--- config.mk ---
export PLATFORM = sky130hd
export DESIGN_NAME = spi_cmd_controller
export DESIGN_NICKNAME = d
export VERILOG_FILES = /design/src/rtl/spi_cmd_controller.sv
export SDC_FILE = /design/constraint.sdc
export NUM_CORES = 1
export LEC_CHECK = 0
export CAP_MARGIN = 20
export CORE_ASPECT_RATIO = 1.1
export CORE_MARGIN = 2
export CORE_UTILIZATION = 48
export CTS_CLUSTER_DIAMETER = 100
export DETAILED_ROUTE_END_ITERATION = 10
export PLACE_DENSITY = 0.85
export SLEW_MARGIN = 20
export SYNTH_ARGS = -nofsm -noshare
export SYNTH_HDL_FRONTEND = slang
export SYNTH_SLANG_ARGS = --single-unit
--- constraint.sdc ---
create_clock -name clk -period 1.83 [get_ports clk]
set_input_delay 0.183 -clock clk [delete_from_list [all_inputs] [get_ports clk]]
set_output_delay 0.183 -clock clk [all_outputs]
set_load 0.01 [all_outputs]
--- src/rtl/spi_cmd_controller.sv ---
// Command sequencer between the SPI slave receive FIFO and a simple register bus.
// Parses a command word and a length word, then runs a write or read burst with auto-increment.
module spi_cmd_controller #(
    parameter int unsigned DATA_WIDTH = 8,
    parameter int unsigned ADDR_WIDTH = 7
) (
    input  logic                  clk,
    input  logic                  reset,
    input  logic                  cs,
    input  logic [DATA_WIDTH-1:0] rx_data,
    input  logic                  rx_empty,
    output logic                  rx_read,
    output logic [DATA_WIDTH-1:0] tx_data,
    output logic [ADDR_WIDTH-1:0] reg_addr,
    output logic [DATA_WIDTH-1:0] reg_wdata,
    output logic                  reg_we,
    output logic                  reg_re,
    input  logic [DATA_WIDTH-1:0] reg_rdata,
    output logic                  busy,
    output logic                  abort
);

    typedef enum logic [2:0] {
        StIdle,
        StLen,
        StWrite,
        StFetch,
        StLoad,
        StStream
    } state_e;

    state_e                  state_q, state_d;
    logic                    dir_q, dir_d;
    logic [ADDR_WIDTH-1:0]   addr_q, addr_d;
    logic [DATA_WIDTH-1:0]   count_q, count_d;
    logic [DATA_WIDTH-1:0]   tx_q, tx_d;
    logic [2:0]              cs_sync_q;

    logic cs_rise;
    logic abort_evt;
    logic consume;
    logic pop;

    // Two flops resynchronise cs; the third only remembers the previous synced value.
    assign cs_rise   = cs_sync_q[1] & ~cs_sync_q[2];
    assign abort_evt = cs_rise && (state_q != StIdle);

    assign consume = (state_q == StIdle) || (state_q == StLen) ||
                     (state_q == StWrite) || (state_q == StStream);

    // Gated by reset so no strobe escapes while reset is held.
    assign pop = reset && consume && !rx_empty && !abort_evt;

    always_ff @(posedge clk or negedge reset) begin
        if (!reset) begin
            state_q   <= StIdle;
            dir_q     <= 1'b0;
            addr_q    <= '0;
            count_q   <= '0;
            tx_q      <= '0;
            cs_sync_q <= '1;
        end else begin
            state_q   <= state_d;
            dir_q     <= dir_d;
            addr_q    <= addr_d;
            count_q   <= count_d;
            tx_q      <= tx_d;
            cs_sync_q <= {cs_sync_q[1:0], cs};
        end
    end

    always_comb begin
        state_d = state_q;
        dir_d   = dir_q;
        addr_d  = addr_q;
        count_d = count_q;
        tx_d    = tx_q;
        if (abort_evt) begin
            state_d = StIdle;
            tx_d    = '0;
        end else begin
            unique case (state_q)
                StIdle: begin
                    if (pop) begin
                        dir_d   = rx_data[DATA_WIDTH-1];
                        addr_d  = rx_data[ADDR_WIDTH-1:0];
                        state_d = StLen;
                    end
                end
                StLen: begin
                    if (pop) begin
                        count_d = rx_data;
                        if (rx_data == '0) begin
                            state_d = StIdle;
                        end else if (dir_q) begin
                            state_d = StWrite;
                        end else begin
                            state_d = StFetch;
                        end
                    end
                end
                StWrite: begin
                    if (pop) begin
                        addr_d  = addr_q + ADDR_WIDTH'(1);
                        count_d = count_q - DATA_WIDTH'(1);
                        if (count_q == DATA_WIDTH'(1)) begin
                            state_d = StIdle;
                        end
                    end
                end
                StFetch: begin
                    state_d = StLoad;
                end
                StLoad: begin
                    tx_d    = reg_rdata;
                    state_d = StStream;
                end
                StStream: begin
                    // The popped word is the master's dummy byte and is dropped.
                    if (pop) begin
                        addr_d  = addr_q + ADDR_WIDTH'(1);
                        count_d = count_q - DATA_WIDTH'(1);
                        if (count_q == DATA_WIDTH'(1)) begin
                            state_d = StIdle;
                            tx_d    = '0;
                        end else begin
                            state_d = StFetch;
                        end
                    end
                end
                default: begin
                    state_d = StIdle;
                end
            endcase
        end
    end

    always_comb begin
        rx_read   = pop;
        reg_we    = (state_q == StWrite) && pop;
        reg_re    = reset && (state_q == StFetch) && !abort_evt;
        reg_wdata = reg_we ? rx_data : '0;
        reg_addr  = addr_q;
        tx_data   = tx_q;
        busy      = (state_q != StIdle);
        abort     = abort_evt;
    end

    strobe_exclusive_a : assert property (@(posedge clk) disable iff (!reset)
        !(reg_we && reg_re));

    abort_quiet_a : assert property (@(posedge clk) disable iff (!reset)
        abort |-> !(reg_we || reg_re || rx_read));

endmodule

==> results of run 1 <==
## worst register-to-register path, stage by stage (launching register included)
cell and delay (ns):
dfrtp_2 0.43, buf_4 0.15, and3b_1 0.19, buf_4 0.16, nor3_1 0.36, a31oi_1 0.09, o22a_1 0.22
## Yosys cell counts, drive strengths merged, types with 5 or more instances
| master | n | area [um2] |
|---|---|---|
| a211oi | 6 | 50.1 |
| nand2 | 12 | 45.0 |
| a31oi | 5 | 31.3 |
| dfrtp | 27 | 676 |
| nor2 | 13 | 48.8 |
| o21ai | 13 | 65.1 |
| nand3 | 7 | 35.0 |
| a22o | 8 | 70.1 |
| a21oi | 5 | 25.0 |
| nor3 | 9 | 45.0 |
| inv | 7 | 26.3 |
| nand2b | 5 | 31.3 |
| nor4 | 5 | 31.3 |
| and2 | 9 | 56.3 |
| clkbuf | 5 | 18.8 |
| mux2i | 6 | 60.1 |
| buf | 6 | 51.3 |
## layout make-up
cell class	instances	area share, %
Sequential cell	30	28.7
Tap cell	50	2.38
Inverter	7	0.998
Clock inverter	2	0.475
Multi-Input combinational cell	146	39.0
Clock buffer	6	3.14
Timing Repair Buffer	74	25.3
## state kept, by name, summed over array words and instances, names as in the netlist
name and count:
count_q 8, tx_data 8, reg_addr 7, cs_sync_q 3
state_q 3, dir_q 1
## worst min path at each step
stage	to	slack, ns
2_1_floorplan	count_q[0]	-0.11
3_3_place_gp	cs_sync_q[1]	0.35
3_5_place_dp	cs_sync_q[1]	0.35
4_1_cts	cs_sync_q[0]	0.30
5_1_grt	cs_sync_q[0]	0.32
6_report	cs_sync_q[0]	0.31
## what timing repair did
action,CTS,global route
setup buffers,2,0
endpoints found under the setup margin,13,20
resized for setup,43,22
pin swaps,1,1
## stage by stage
stage          cell area, um2  hold slack (ns)  util, %  setup WS (ns)
2_1_floorplan            1820           -0.113        -          0.109
3_3_place_gp             2470            0.347     68.0        -0.0918
3_5_place_dp             2470            0.347     68.0         -0.123
4_1_cts                  2560            0.298     70.5         0.0115
5_1_grt                  2630            0.322     72.6        -0.0124
6_report                 2630            0.305     72.6         0.0369
## layout by cell type, fill, tap and decap left out, drive strengths merged, types with 2 or more instances in the layout
cell            n
nor2b           3
nor3b           2
clkbuf          7
nor4            5
and3            2
a211oi          6
o22ai           3
nand2b          5
and2            9
mux2i           6
o21a            2
ha              3
clkdlybuf4s50  34
nand2          12
a21oi           5
o211ai          3
nor2           13
o22a            4
a2bb2oi         4
o2bb2ai         3
a31oi           5
o21ai          13
buf            35
dfrtp          27
nand3           7
dfstp           3
dlygate4sd2     4
a22o            8
inv             7
nor3            9
## routing by layer
metal  up-vias  part of all wire, %  routed length (um)
met5         -                    0                   0
met4         0                  1.6                  77
met3        10                  5.8                 284
met2        92                   49                2390
met1       901                   44                2150
li1        871                    -                   -
## power by group through the flow
stage | clock [mW] | sequential, mW | combinational (mW)
finish | 0.553 | 1.17 | 2.09
CTS | 0.562 | 1.16 | 2.01
global route | 0.585 | 1.21 | 2.27
global placement | 0 | 1.14 | 1.95
detailed placement | 0 | 1.16 | 2.00
floorplan | 0 | 1.18 | 1.16
## cells by family (layout without fill, tap and decap cells)
logic type / count (synthesis) / in the layout / share of synthesized area (%)
AND/OR/NAND/NOR: 74 / 74 / 22.4
multiplexers: 6 / 6 / 3.31
buffers and inverters: 18 / 89 / 5.30
AO/OA/AOI/OAI: 63 / 63 / 25.4
flip-flops: 30 / 30 / 41.5
adder cells (fa/ha/maj): 3 / 3 / 2.07
==> impl_metrics.toml, run 1 <==
[clocking]
cts_tree = "built"
clock_latency_ns = 0.28
hold_buffers = 0
clk_pin_slew_ns = 0.06
clockBufferDepth = 2
cts_max_level = 2
cts_buffers = 5
cts_sinks = 30
cts-root-buf = "clkbuf_8"

[global_routing]
met3_usage_pct = 6.01
grt_pass1_wl_um = 7850
antenna_found_initial = 0
first_global_vias = 1737
use_met1_pct = 29.3
grt_max_degree = 23
grt_util_met2_pct = 40.6
track_usage_pct = 23.4
grt-busiest-layer = "met2"
overflow = 0

[critical_path]
crit_fanout = 4
end_kind = "output pin"
ff2ff_setup_slack_ns = 0.11
r2r_end = "count_q[5]"
crit_cells = 7
cp-endpoint = "reg_wdata[7]"
max_stage_delay_ns = 0.54
path_cells = "nand2b_4 > nand3_2 > nor2_1 > buf_4 > buf_6 > and2_1 > buf_2"
critical_path_required_ns = 1.65
crit_arrival_ns = 1.61
worstSetupPathType = "reg2out"
crit_family = "flip-flops"
reg2reg_depth = 6
r2r_start = "state_q[1]"
cp_num_buf_inv = 3
cp-startpoint = "cs_sync_q[2]"
cp-start-kind = "register"
slowest_stage = "dfstp_2"

[cells_and_area]
nets = 287
drive_gt1_share_pct = 25.3
area_growth_pct = 44.9
nFillCells = 271
antenna_cells = 0
regArea_um2 = 756
multi_input_area_mm2 = 0.00103
fin_cells = 315

[synth]
ys.flop_type = "dfrtp_1"
syn_nets = 217
async_flop_share_pct = 100
syn_area_per_cell_um2 = 9.36
synth_enable_flop_cells = 0
syn-cell-area_mm2 = 0.00182
ys_types = 47
ys_warn_count = 0
synthCells = 194
synth-seq-cells = 30
synth-seq-area-share_pct = 41.5

[routing]
drt_pass1_iterations = 4
drc = 0
via_per_inst = 5.95
drtIter0Drc = 147
vias = 1874
ant_nets = 0
route.detailed.wl_per_inst_um = 15.5
wl_um = 4900

[flow_run]
maxCapViolations = 0

[sta]
setup_viol = 0
slew_headroom_pct = 67.3
max_freq_ghz = 0.558
slew_violations = 0
rsz0062_at_grt = "yes"
fin_worst_skew_ns = 0.00899
tightest_slew_ns = 0.487
fin_crit_sh_pct = 98.0
fin_setup_tns_ns = 0
finalCriticalPeriod_ns = 1.79
hold_viol_final = 0

[worst_hold_path]
whs_path_depth = 1
worstHoldStart = "cs"
min_path_type = "in2reg"

[power]
seqPwrFrac_pct = 30.7
power.density_mw_per_mm2 = 1450
ir_drop_mv = 0.771
p_sw_mw = 1.56
pwr-share-clk_pct = 14.5
power_leakage_nw = 1.13
combPwrFrac_pct = 54.8
total_power_mw = 3.81
p_int_mw = 2.25
p_sw_share_pct = 40.8

[die]
die_area_mm2 = 0.00429
coreArea_mm2 = 0.00363
die_h_um = 68.5
rows = 23
initial_core_util_pct = 50.1
fp.dieW_um = 62.7
io-pin-count = 48

[outcome]
status = "completed"

[placed_design]
place_inst = 305
io_buffers = 47
place_congestion = 0.879
place_hpwl_um = 3550
No activity file was read; power rests on OpenSTA's default activity.
==> run 2: changes to the inputs <==
- PLACE_DENSITY: 0.85 -> 0.79
- RECOVER_POWER: default -> 25
==> run 2 against run 1 <==
Against the previous run:
- setup slack gained 0.049 ns
- flip-flop and latch count is the same
- power grew 0.11%
- cell area shrank 1.8%
- final cell count shrank 0.63%
- count of clock-buffer cells in the layout grew 1
- non-clock buffer count shrank 2
- worst hold slack gained 0.052 ns
- largest cell class unchanged
- largest power group unchanged
- highest routed layer unchanged
==> impl_metrics.toml, run 2 (synthesized netlist as in run 1, its figures left out) <==
[sta]
hold_slack_ns = 0.357
fin_worst_skew_ns = 0.0119
finalCriticalPeriod_ns = 1.74
rsz0062_at_grt = "no"
slew_violations = 0
hold_viol_final = 0
slew_headroom_pct = 19.1
worst_slack_ns = 0.0860
fin_crit_sh_pct = 95.3
fin_setup_tns_ns = 0
setup_viol = 0
max_freq_ghz = 0.573
tightest_slew_ns = 1.21

[critical_path]
path_cells = "nand2b_4 > buf_4 > nor2_1 > nor2_1 > dlygate4sd2_1"
slowest_stage = "dfstp_2"
worstSetupPathType = "reg2out"
reg2reg_depth = 6
ff2ff_setup_slack_ns = 0.09
end_kind = "output pin"
path_common_cell = "nor2_1"
r2r_start = "count_q[0]"
crit_family = "flip-flops"
critical_path_required_ns = 1.65
crit_arrival_ns = 1.56
max_stage_delay_ns = 0.57
cp_num_buf_inv = 2
crit_fanout = 8
r2r_end = "count_q[6]"
cp-start-kind = "register"

[worst_hold_path]
holdPathEnd = "cs_sync_q[1]"
min_path_type = "reg2reg"
whs_path_depth = 0
worstHoldStart = "cs_sync_q[0]"

[placed_design]
place_area_mm2 = 0.00247
io_buffers = 47
place_hpwl_um = 3490
pre_cts_ws_ns = -0.107
place_congestion = 0.835

[routing]
ant_nets = 0
vias = 1774
route.detailed.wl_per_inst_um = 15.4
via_per_inst = 5.67
drc = 0
wl_um = 4810
drtIter0Drc = 88
drt_pass1_iterations = 5

[global_routing]
antenna_found_initial = 0
overflow = 0
first_global_vias = 1682
grt_max_degree = 23
grt_pass1_wl_um = 8120
track_usage_pct = 24.5

[die]
rows = 23
die_h_um = 68.5
initial_core_util_pct = 50.1
fp.dieW_um = 62.7
io-pin-count = 48
coreArea_mm2 = 0.00363
die_area_mm2 = 0.00429

[clocking]
clock_latency_ns = 0.28
cts_max_level = 2
cts_sinks = 30
clk_pin_slew_ns = 0.06
clockBufferDepth = 2
cts-root-buf = "clkbuf_8"
cts_tree = "built"
cts_buffers = 5

[flow_run]
maxCapViolations = 0

[cells_and_area]
drive_gt1_share_pct = 21.3
nets = 285
layout_commonest_cell = "clkdlybuf4s50_1"
regArea_um2 = 756
antenna_cells = 0
area_growth_pct = 42.4
multi_input_area_mm2 = 0.00102
final_cell_mix = "clkdlybuf4s50_1, dfrtp_1, buf_4"
fin_area_mm2 = 0.00259
finish.utilization_pct = 71.3
nFillCells = 312

[power]
power.density_mw_per_mm2 = 1470
power_leakage_nw = 1.11
ir_drop_mv = 0.734

[outcome]
status = "completed"
run 2: cell types whose count changed in the layout (fill, tap and decap cells not counted), moves of 2 or more:
cell             before  now
and2_1                4    7
dlygate4sd3_1         0    2
buf_6                 8    3
and2_4                5    2
buf_2                 3    6
buf_4                24   21
clkdlybuf4s50_1      34   32
clkbuf_1              0    4
run 2: per-layer routing:
layer  share of wire [%]  routed length, um  global-route usage, %  vias to the layer above
met5                   0                  0                      0                        -
met4                0.91                 44                   9.72                        0
met3                 6.3                305                   5.84                        4
met2                  48               2310                   40.7                       69
met1                  45               2150                   31.5                      838
li1                    -                  -                      -                      863
run 2: layout make-up:
class	count	area share (%)
Tap cell	50	2.42
Inverter	7	1.02
Multi-Input combinational cell	146	39.4
Clock buffer	7	2.95
Sequential cell	30	29.2
Timing Repair Buffer	72	23.9
Clock inverter	1	1.16
run 2: worst max-delay path by stage:
stage | slack, ns | depth (start not counted) | to | start
6_report | 0.09 | 5 | rx_read | cs_sync_q[1]
3_3_place_gp | -0.08 | 6 | reg_wdata[1] | reset
2_1_floorplan | 0.11 | 5 | reg_wdata[0] | cs_sync_q[2]
3_5_place_dp | -0.11 | 6 | reg_wdata[2] | reset
4_1_cts | 0.04 | 7 | tx_data[7] | count_q[1]
5_1_grt | 0.0004 | 6 | reg_addr[0] | state_q[0]
run 2: power by group:
| group | leakage, nW | switching, mW | internal [mW] |
|---|---|---|---|
| Sequential | 0.364 | 0.254 | 0.915 |
| Clock | 0.0524 | 0.241 | 0.407 |
| Combinational | 0.692 | 1.01 | 0.982 |
| Total | 1.11 | 1.51 | 2.30 |
run 2: what timing repair did:
item | 4_1_cts | 5_1_grt
hold buffers | 0 | 0
endpoints found under the hold margin | 0 | 0
resized for setup | 40 | 15
setup buffers | 1 | 0
endpoints found under the setup margin | 13 | 21
pin swaps | 0 | 1
run 2: per-stage QoR:
step / total power [mW] / cells
3_3_place_gp: 3.08 / 305
6_report: 3.81 / 313
4_1_cts: 3.78 / 314
5_1_grt: 4.09 / 313
3_5_place_dp: 3.12 / 305
2_1_floorplan: 2.34 / 194
==> run 3: changes to the inputs <==
- CORE_UTILIZATION: 48 -> 38
- GPL_TIMING_DRIVEN: default -> 0
- PLACE_DENSITY: 0.79 -> 0.65
==> run 3 against run 2 <==
Against the previous run:
- the flow now finishes with violations (negative setup slack)
- flip-flop and latch count did not move
- die area rose by 25%
- critical path type unchanged
- largest cell class unchanged
- power rose by 5.2%
- maximum frequency fell by 5.6%
- clock power fell by 10%
- sequential power barely moved
==> impl_metrics.toml, run 3 (synthesized netlist as in run 1, its figures left out) <==
[sta]
worst_slack_ns = -0.0179
fin_worst_skew_ns = 0.00711
finalCriticalPeriod_ns = 1.85
rsz0062_at_grt = "yes"
slew_headroom_pct = 46.4
max_freq_ghz = 0.541
setup_viol = 3
hold_viol_final = 0
fin_crit_sh_pct = 101
slew_violations = 0
fin_setup_tns_ns = -0.0352
tightest_slew_ns = 0.798

[clocking]
clk_pin_slew_ns = 0.07
cts-root-buf = "clkbuf_8"
cts_sinks = 30
cts_tree = "built"
clockBufferDepth = 2
cts_max_level = 2
cts_buffers = 5
clock_latency_ns = 0.30

[routing]
route.detailed.wl_per_inst_um = 16.3
ant_nets = 0
drt_pass1_iterations = 4
vias = 1827
drtIter0Drc = 146
drc = 0
via_per_inst = 5.62
wl_um = 5290

[die]
rows = 26
die_area_mm2 = 0.00535
initial_core_util_pct = 39.3
io-pin-count = 48
coreArea_mm2 = 0.00462
fp.dieW_um = 69.9
die_h_um = 76.5

[flow_run]
maxCapViolations = 0

[worst_hold_path]
min_path_type = "reg2reg"

[cells_and_area]
drive_gt1_share_pct = 23.4
area_growth_pct = 49.7
fin_cells = 325
layout_commonest_cell = "clkdlybuf4s50_1"
fin_area_mm2 = 0.00272
final_cell_mix = "clkdlybuf4s50_1, dfrtp_1, buf_4"
antenna_cells = 0
nets = 291

[global_routing]
track_usage_pct = 20.6
overflow = 0
first_global_vias = 1720
grt_max_degree = 15
antenna_found_initial = 0
grt_pass1_wl_um = 8740

[placed_design]
place_congestion = 0.824
place_area_mm2 = 0.00238
place_inst = 298
io_buffers = 47
place_hpwl_um = 3440

[power]
power.density_mw_per_mm2 = 1480
p_sw_mw = 1.65
seqPwrFrac_pct = 29.2
p_int_mw = 2.37
power_leakage_nw = 1.14
ir_drop_mv = 0.683
pwr-share-clk_pct = 14.5
combPwrFrac_pct = 56.3
p_sw_share_pct = 41.0

[critical_path]
crit_fanout = 3
critical_path_required_ns = 1.65
cp-start-kind = "register"
end_kind = "output pin"
worstSetupPathType = "reg2out"
crit_arrival_ns = 1.66

[outcome]
failed_checks = "negative setup slack"
status = "finished, violations left"
[run 3: power by group through the flow]
stage               Sequential, mW  Clock, mW  Combinational (mW)
finish                        1.17      0.582                2.26
global route                  1.21      0.615                2.45
CTS                           1.17      0.591                2.06
detailed placement            1.18          0                1.83
global placement              1.19          0                1.81
floorplan                     1.18          0                1.16
[run 3: stage by stage]
stage | hold WS, ns | power (mW) | worst slack, ns | util, %
after floorplan | -0.113 | 2.34 | 0.109 | -
after global placement | 0.350 | 2.99 | -1.63 | 51.0
after detailed placement | 0.137 | 3.01 | -0.657 | 51.5
after CTS | 0.295 | 3.83 | -0.00955 | 57.2
after global routing | 0.362 | 4.28 | -0.0684 | 58.9
final | 0.359 | 4.01 | -0.0179 | 58.9
[run 3: per-layer routing]
| layer | vias to the layer above | routed length [um] | share of wire (%) | global-route usage, % |
|---|---|---|---|---|
| li1 | 877 | - | - | - |
| met1 | 862 | 2240 | 42 | 27.3 |
| met2 | 73 | 2500 | 47 | 31.0 |
| met3 | 15 | 379 | 7.2 | 5.82 |
| met4 | 0 | 158 | 3.0 | 9.81 |
| met5 | - | 0 | 0 | 0 |
[run 3: worst max-delay path, stage by stage, from the launching register on]
cell and delay, ns:
dfstp_2 0.53, nand2b_4 0.14, nand3_4 0.12, nor2_4 0.12
buf_6 0.11, buf_4 0.11, and2_1 0.11, buf_2 0.12
[run 3: final timing paths]
check	startpoint	slack [ns]	cells past startpoint	to
setup / recovery	cs_sync_q[2]	-0.02	7	reg_wdata[1]
hold / removal	cs_sync_q[0]	0.36	0	cs_sync_q[1]
setup reg to reg	cs_sync_q[1]	0.09	7	reg_addr[5]
hold reg to reg	cs_sync_q[0]	0.36	0	cs_sync_q[1]
max in group asynchronous	reset	0.76	3	tx_data[6]
min in group asynchronous	reset	0.60	2	reg_addr[4]
[run 3: what timing repair did]
item                       4_1_cts  5_1_grt
cloned                           1        0
pin swaps                        5        7
gates resized for setup         50       18
setup endpoints to repair       21       31
hold endpoints to repair        27        0
hold buffers                     3        0
buffers inserted                11        6
[run 3: area by class of cell]
cell class | instances | area [um2]
clock inverters | 2 | 12.5
multi-input cells | 147 | 1060
flip-flops and latches | 30 | 754
inverters | 7 | 26.3
plain buffers | 9 | 81.3
repair buffers | 68 | 628
clock buffers | 6 | 82.6
fillers | 409 | 1900
well taps | 56 | 70.1
